--- config.mk ---
export PLATFORM = sky130hd
export DESIGN_NAME = i2c_master_fsm_flat
export DESIGN_NICKNAME = d
export VERILOG_FILES = /design/src/rtl/i2c_master_fsm_if.sv /design/src/rtl/i2c_master_fsm.sv /design/src/flat_wrapper.sv
export SDC_FILE = /design/constraint.sdc
export NUM_CORES = 1
export LEC_CHECK = 0
export BUFFER_PORTS_ARGS = -buffer_cell sky130_fd_sc_hd__buf_2
export CORE_MARGIN = 4
export CORE_UTILIZATION = 50
export DETAILED_ROUTE_END_ITERATION = 6
export PLACE_DENSITY_LB_ADDON = 0.08
export SKIP_CTS_REPAIR_TIMING = 1
export SYNTH_ARGS = -nofsm -noshare
export SYNTH_HDL_FRONTEND = slang
export SYNTH_SLANG_ARGS = --single-unit
--- constraint.sdc ---
create_clock -name clk -period 1.9 [get_ports clk]
set_input_delay 0.38 -clock clk [delete_from_list [all_inputs] [get_ports clk]]
set_output_delay 0.38 -clock clk [all_outputs]
set_load 0.01 [all_outputs]
--- src/rtl/i2c_master_fsm_if.sv ---
// Bus bundle between the I2C master sequencer and its user / pad environment.
// Carries the quarter-phase data_clk from the SCL generator, the byte-level
// ena/busy command handshake and the open-drain SDA controls.
interface i2c_master_fsm_if;
  logic       data_clk;
  logic       ena;
  logic [6:0] addr;
  logic       rw;
  logic [7:0] data_wr;
  logic       sda_i;
  logic       sda_o;
  logic       scl_not_ena;
  logic       busy;
  logic [7:0] data_rd;
  logic       ack_error;

  modport master (
    input  data_clk, ena, addr, rw, data_wr, sda_i,
    output sda_o, scl_not_ena, busy, data_rd, ack_error
  );

  modport slave (
    output data_clk, ena, addr, rw, data_wr, sda_i,
    input  sda_o, scl_not_ena, busy, data_rd, ack_error
  );
endinterface

--- src/rtl/i2c_master_fsm.sv ---
// I2C master byte/transaction sequencer. Advances one SDA bit per data_clk
// period: data bits change on data_clk rise (SCL low), start/stop conditions
// are produced on data_clk fall (SCL high). Handles address/RW, write, read,
// ACK/NACK, repeated start and stop under an ena/busy command handshake.
module i2c_master_fsm (
  input  logic               clk,
  input  logic               rst,
  i2c_master_fsm_if.master   bus
);

  typedef enum logic [3:0] {
    READY, START, COMMAND, SLV_ACK1, WR, RD, SLV_ACK2, MSTR_ACK, STOP
  } state_t;

  state_t     state_q, state_d;
  logic       prev_q;
  logic [2:0] bit_cnt_q, bit_cnt_d;
  logic [7:0] addr_rw_q, addr_rw_d;
  logic [7:0] data_tx_q, data_tx_d;
  logic [7:0] rx_q, rx_d;
  logic [7:0] data_rd_q, data_rd_d;
  logic       busy_q, busy_d;
  logic       ack_error_q, ack_error_d;
  logic       sda_q, sda_d;
  logic       scl_not_ena_q, scl_not_ena_d;

  logic       rise_edge;
  logic       fall_edge;
  logic [7:0] cmd_addr_rw;

  assign rise_edge   = bus.data_clk & ~prev_q;
  assign fall_edge   = ~bus.data_clk & prev_q;
  assign cmd_addr_rw = {bus.addr, bus.rw};

  // Next-state and register updates, applied only on detected data_clk edges
  always_comb begin
    state_d       = state_q;
    bit_cnt_d     = bit_cnt_q;
    addr_rw_d     = addr_rw_q;
    data_tx_d     = data_tx_q;
    rx_d          = rx_q;
    data_rd_d     = data_rd_q;
    busy_d        = busy_q;
    ack_error_d   = ack_error_q;
    sda_d         = sda_q;
    scl_not_ena_d = scl_not_ena_q;

    if (rise_edge) begin
      case (state_q)
        READY: begin
          if (bus.ena) begin
            addr_rw_d   = cmd_addr_rw;
            data_tx_d   = bus.data_wr;
            busy_d      = 1'b1;
            ack_error_d = 1'b0;
            state_d     = START;
          end else begin
            busy_d = 1'b0;
            sda_d  = 1'b1;
          end
        end
        START: begin
          sda_d     = addr_rw_q[7];
          bit_cnt_d = 3'd7;
          state_d   = COMMAND;
        end
        COMMAND: begin
          if (bit_cnt_q == 3'd0) begin
            sda_d     = 1'b1;
            bit_cnt_d = 3'd7;
            state_d   = SLV_ACK1;
          end else begin
            bit_cnt_d = bit_cnt_q - 3'd1;
            sda_d     = addr_rw_q[bit_cnt_q - 3'd1];
          end
        end
        SLV_ACK1: begin
          if (!addr_rw_q[0]) begin
            sda_d   = data_tx_q[7];
            state_d = WR;
          end else begin
            sda_d   = 1'b1;
            state_d = RD;
          end
        end
        WR: begin
          busy_d = 1'b1;
          if (bit_cnt_q == 3'd0) begin
            sda_d     = 1'b1;
            bit_cnt_d = 3'd7;
            state_d   = SLV_ACK2;
          end else begin
            bit_cnt_d = bit_cnt_q - 3'd1;
            sda_d     = data_tx_q[bit_cnt_q - 3'd1];
          end
        end
        RD: begin
          busy_d = 1'b1;
          if (bit_cnt_q == 3'd0) begin
            data_rd_d = rx_q;
            bit_cnt_d = 3'd7;
            state_d   = MSTR_ACK;
            // ACK only if the user is continuing the same read
            sda_d     = (bus.ena && (cmd_addr_rw == addr_rw_q)) ? 1'b0 : 1'b1;
          end else begin
            bit_cnt_d = bit_cnt_q - 3'd1;
          end
        end
        SLV_ACK2, MSTR_ACK: begin
          if (bus.ena) begin
            busy_d    = 1'b0;
            addr_rw_d = cmd_addr_rw;
            data_tx_d = bus.data_wr;
            if (cmd_addr_rw == addr_rw_q) begin
              if (!bus.rw) begin
                sda_d   = bus.data_wr[7];
                state_d = WR;
              end else begin
                sda_d   = 1'b1;
                state_d = RD;
              end
            end else begin
              // Release SDA now so START can pull it low while SCL is high
              sda_d   = 1'b1;
              state_d = START;
            end
          end else begin
            sda_d   = 1'b0;
            state_d = STOP;
          end
        end
        STOP: begin
          busy_d  = 1'b0;
          state_d = READY;
        end
        default: begin
          state_d = READY;
        end
      endcase
    end else if (fall_edge) begin
      case (state_q)
        START: begin
          sda_d         = 1'b0;
          scl_not_ena_d = 1'b0;
        end
        SLV_ACK1, SLV_ACK2: begin
          if (bus.sda_i) begin
            ack_error_d = 1'b1;
          end
        end
        RD: begin
          rx_d[bit_cnt_q] = bus.sda_i;
        end
        STOP: begin
          sda_d         = 1'b1;
          scl_not_ena_d = 1'b1;
        end
        default: begin
        end
      endcase
    end
  end

  // State register with synchronous reset taking priority over edge actions
  always_ff @(posedge clk) begin
    if (rst) begin
      state_q       <= READY;
      prev_q        <= 1'b0;
      bit_cnt_q     <= 3'd7;
      addr_rw_q     <= 8'd0;
      data_tx_q     <= 8'd0;
      rx_q          <= 8'd0;
      data_rd_q     <= 8'd0;
      busy_q        <= 1'b0;
      ack_error_q   <= 1'b0;
      sda_q         <= 1'b1;
      scl_not_ena_q <= 1'b1;
    end else begin
      state_q       <= state_d;
      prev_q        <= bus.data_clk;
      bit_cnt_q     <= bit_cnt_d;
      addr_rw_q     <= addr_rw_d;
      data_tx_q     <= data_tx_d;
      rx_q          <= rx_d;
      data_rd_q     <= data_rd_d;
      busy_q        <= busy_d;
      ack_error_q   <= ack_error_d;
      sda_q         <= sda_d;
      scl_not_ena_q <= scl_not_ena_d;
    end
  end

  assign bus.sda_o       = sda_q;
  assign bus.scl_not_ena = scl_not_ena_q;
  assign bus.busy        = busy_q;
  assign bus.data_rd     = data_rd_q;
  assign bus.ack_error   = ack_error_q;

endmodule

--- src/flat_wrapper.sv ---
// flat-port wrapper written by rule: the top's interface ports become plain ports
module i2c_master_fsm_flat 
  (clk, rst, bus_data_clk, bus_ena, bus_addr, bus_rw, bus_data_wr, bus_sda_i, bus_sda_o, bus_scl_not_ena, bus_busy, bus_data_rd, bus_ack_error);
  i2c_master_fsm_if bus_i ();
  input  logic clk;
  input  logic rst;
  input wire logic [$bits(bus_i.data_clk)-1:0] bus_data_clk;
  input wire logic [$bits(bus_i.ena)-1:0] bus_ena;
  input wire logic [$bits(bus_i.addr)-1:0] bus_addr;
  input wire logic [$bits(bus_i.rw)-1:0] bus_rw;
  input wire logic [$bits(bus_i.data_wr)-1:0] bus_data_wr;
  input wire logic [$bits(bus_i.sda_i)-1:0] bus_sda_i;
  output wire logic [$bits(bus_i.sda_o)-1:0] bus_sda_o;
  output wire logic [$bits(bus_i.scl_not_ena)-1:0] bus_scl_not_ena;
  output wire logic [$bits(bus_i.busy)-1:0] bus_busy;
  output wire logic [$bits(bus_i.data_rd)-1:0] bus_data_rd;
  output wire logic [$bits(bus_i.ack_error)-1:0] bus_ack_error;
  assign bus_i.data_clk = bus_data_clk;
  assign bus_i.ena = bus_ena;
  assign bus_i.addr = bus_addr;
  assign bus_i.rw = bus_rw;
  assign bus_i.data_wr = bus_data_wr;
  assign bus_i.sda_i = bus_sda_i;
  assign bus_sda_o = bus_i.sda_o;
  assign bus_scl_not_ena = bus_i.scl_not_ena;
  assign bus_busy = bus_i.busy;
  assign bus_data_rd = bus_i.data_rd;
  assign bus_ack_error = bus_i.ack_error;
  i2c_master_fsm u_core (.clk(clk), .rst(rst), .bus(bus_i));
endmodule
==> impl_metrics.env <==
export IMPL_wl_um=5460
export IMPL_setup_violations=0
export IMPL_preCtsSetupSlack_ns=-0.0230
export IMPL_crit_fanout=6
export IMPL_gp_congestion=0.915
export IMPL_area_delta_synth_final_pct=23.6
export IMPL_register_area_um2=882
export IMPL_cp_num_buf_inv=2
export IMPL_ys_types=51
export IMPL_worst_pin_slew_ns=0.448
export IMPL_finalCritPeriodShare_pct=92.1
export IMPL_grt_max_degree=23
export IMPL_clockRootBuffer="clkbuf_8"
export IMPL_drt_pass1_iter_count=4
export IMPL_synth_area_mux_share_pct=16.6
export IMPL_start_kind="flip-flop"
export IMPL_vias_per_cell=5.59
export IMPL_io_pins=33
export IMPL_multi_input_area_um2=1390
export IMPL_avgSynthCellArea_um2=8.73
export IMPL_synthArstFlopShare_pct=0
export IMPL_met1_usage_pct=27.3
export IMPL_synth_top_family_by_area="simple AND/OR/NAND/NOR gates"
export IMPL_n_fill_cell=400
export IMPL_synth_compound_area_share_pct=13.2
export IMPL_dpl_hpwl_um=4080
export IMPL_final_area_um2=2910
export IMPL_grt_pass1_vias=2002
export IMPL_start_util_pct=53.0
export IMPL_finish_utilization_pct=65.5
export IMPL_core_area_um2=4440
export IMPL_drc=0
export IMPL_synth_area_leader_cell="dfxtp_1"
export IMPL_synth_edff_count=0
export IMPL_synth_main_ff_cell="dfxtp_1"
export IMPL_slowest_stage="dfxtp_1"
export IMPL_critPathRequiredTime_ns=2.09
export IMPL_worstPathArrival_ns=1.94
export IMPL_synthCells=270
export IMPL_dpl_cell_area_um2=2740
export IMPL_yosys_top_cells_count="dfxtp_1, nor2_1, mux2i_1, a21oi_1, nand2_1"
export IMPL_hold_class="in2reg"
export IMPL_relSlewSlack_pct=70.1
export IMPL_tns_ns=0
export IMPL_power_leakage_nw=1.31
export IMPL_syn_num_nets=295
export IMPL_htree_levels=2
export IMPL_overflow=0
export IMPL_layout_drive_gt1_share_pct=28.3
export IMPL_synth_simple_area_share_pct=22.0
export IMPL_antenna_cells=0
export IMPL_via_count=2084
export IMPL_setup_ws_ns=0.149
export IMPL_yosys_area_share_xor_xnor_pct=3.34
export IMPL_syn_cell_area_um2=2360
export IMPL_die_h_um=76.7
export IMPL_yosysMostFrequentCell="dfxtp_1"
export IMPL_synth_seq_cells=44
export IMPL_busiest_layer="met2"
export IMPL_netlist_top_cells_area="dfxtp_1, mux2i_1, nor2_1, mux4_2, xor2_1"
export IMPL_place_inst=364
export IMPL_drt_iter0_drc=121
export IMPL_holdWs_ns=0.315
export IMPL_cts_tree="built"
export IMPL_max_freq_mhz=571
export IMPL_crit_family="simple AND/OR/NAND/NOR gates"
export IMPL_hold_viol=0
export IMPL_portBuffers=32
export IMPL_met2_usage_pct=29.8
export IMPL_skew_ns=0.00310
export IMPL_dieArea_um2=5880
export IMPL_antenna_found_initial=0
export IMPL_wire_per_inst_um=14.6
export IMPL_grt_pass1_wl_um=9450
export IMPL_status="complete, no violations"
export IMPL_max_vdd_ir_drop_v=0.000498
export IMPL_finalPower_mw=1.98
export IMPL_grt_usage_pct=19.7
export IMPL_endpoint_kind="flip-flop"
export IMPL_cts_path_max_buffers=2
export IMPL_synthAdderAreaFrac_pct=2.12
export IMPL_critical_path_class="reg2reg"
export IMPL_die_x_um=76.7
export IMPL_clock_sinks=44
export IMPL_yosysSeqAreaShare_pct=37.4
export IMPL_met3_usage_pct=3.98
export IMPL_drv_cap=0
export IMPL_clk_latency_ns=0.29
export IMPL_period_minus_slack_ns=1.75
export IMPL_worstPathCellList="inv_2 -> ha_4 -> nor2b_2 -> buf_4 -> a211o_1 -> nor2_1 -> a22oi_1 -> or2_1"
export IMPL_postRouteAntennaNets=0
export IMPL_cts_clk_slew_worst_paths_ns=0.08
export IMPL_ys_warn_count=0
export IMPL_final_cells=373
export IMPL_power_density_nw_per_um2=680
export IMPL_slew_viol_final=0
export IMPL_synth_top_area_share_pct=37.4
export IMPL_nets=345
export IMPL_cts_buffers=5
export IMPL_max_stage_delay_ns=0.34
export IMPL_rows=24
[kinds of logic after synthesis]
family	Yosys count
AND/OR/NAND/NOR	102
AO/OA/AOI/OAI	48
buffers and inverters	29
XOR/XNOR	9
adder cells (fa/ha/maj)	4
multiplexers	34
flip-flops	44
[registers in the layout (all words and copies together) (netlist names)]
| signal | cells |
|---|---|
| u_core.addr_rw_q | 8 |
| u_core.bus.data_rd | 8 |
| u_core.data_tx_q | 8 |
| u_core.rx_q | 8 |
| u_core.state_q | 4 |
| u_core.bit_cnt_q | 3 |
| u_core.bus.ack_error | 1 |
| u_core.bus.busy | 1 |
| u_core.bus.scl_not_ena | 1 |
| u_core.bus.sda_o | 1 |
| u_core.prev_q | 1 |
[where the power goes]
part	internal, mW	switching (mW)	total (mW)
registers	0.946	0.0201	0.966
clock network	0.464	0.305	0.769
logic	0.117	0.128	0.246
total	1.53	0.454	1.98
[cell type report]
type / count / share of cell area [%]
Multi-Input combinational cell: 197 / 47.8
Clock buffer: 7 / 3.31
Sequential cell: 44 / 30.3
Tap cell: 52 / 2.23
Timing Repair Buffer: 62 / 14.1
Clock inverter: 1 / 1.03
Inverter: 10 / 1.29
[worst reg2reg max path, stage by stage, from the launching register on]
cell     delay (ns)
dfxtp_1        0.34
inv_2          0.07
ha_4           0.16
nor2b_2        0.17
buf_4          0.14
a211o_1        0.32
nor2_1         0.17
a22oi_1        0.07
or2_1          0.20
[path summary, 6_finish.rpt]
check | startpoint | to | slack [ns] | cells after the start
max | u_core.bit_cnt_q[1]$_SDFFE_PP1P_ | u_core.bit_cnt_q[1]$_SDFFE_PP1P_ | 0.15 | 8
min | bus_data_wr[5] | u_core.data_tx_q[5]$_SDFFE_PP0P_ | 0.32 | 3
max reg2reg | u_core.bit_cnt_q[1]$_SDFFE_PP1P_ | u_core.bit_cnt_q[1]$_SDFFE_PP1P_ | 0.15 | 8
min reg2reg | u_core.rx_q[1]$_SDFFE_PP0P_ | u_core.rx_q[1]$_SDFFE_PP0P_ | 0.47 | 2
[per-layer routing]
layer | routed length, um | part of all wire [%]
met5 | 0 | 0
met2 | 2520 | 46
met4 | 78 | 1.4
met3 | 282 | 5.2
met1 | 2580 | 47
[layout by cell type, fill, tap and decap left out, types with 3 or more instances in the layout]
cell type / count
o21ai_1: 3
xor2_1: 9
nand3_1: 10
a21oi_1: 14
ha_1: 3
nor4_1: 4
nor2_1: 43
and3_1: 3
buf_4: 28
nand2b_1: 4
o21ai_0: 7
a31oi_1: 5
dfxtp_1: 43
inv_1: 7
nor3_1: 5
mux4_2: 4
inv_2: 3
buf_2: 32
clkbuf_8: 7
nand2_1: 12
mux2i_1: 30
(Power assumes the default switching activity.)
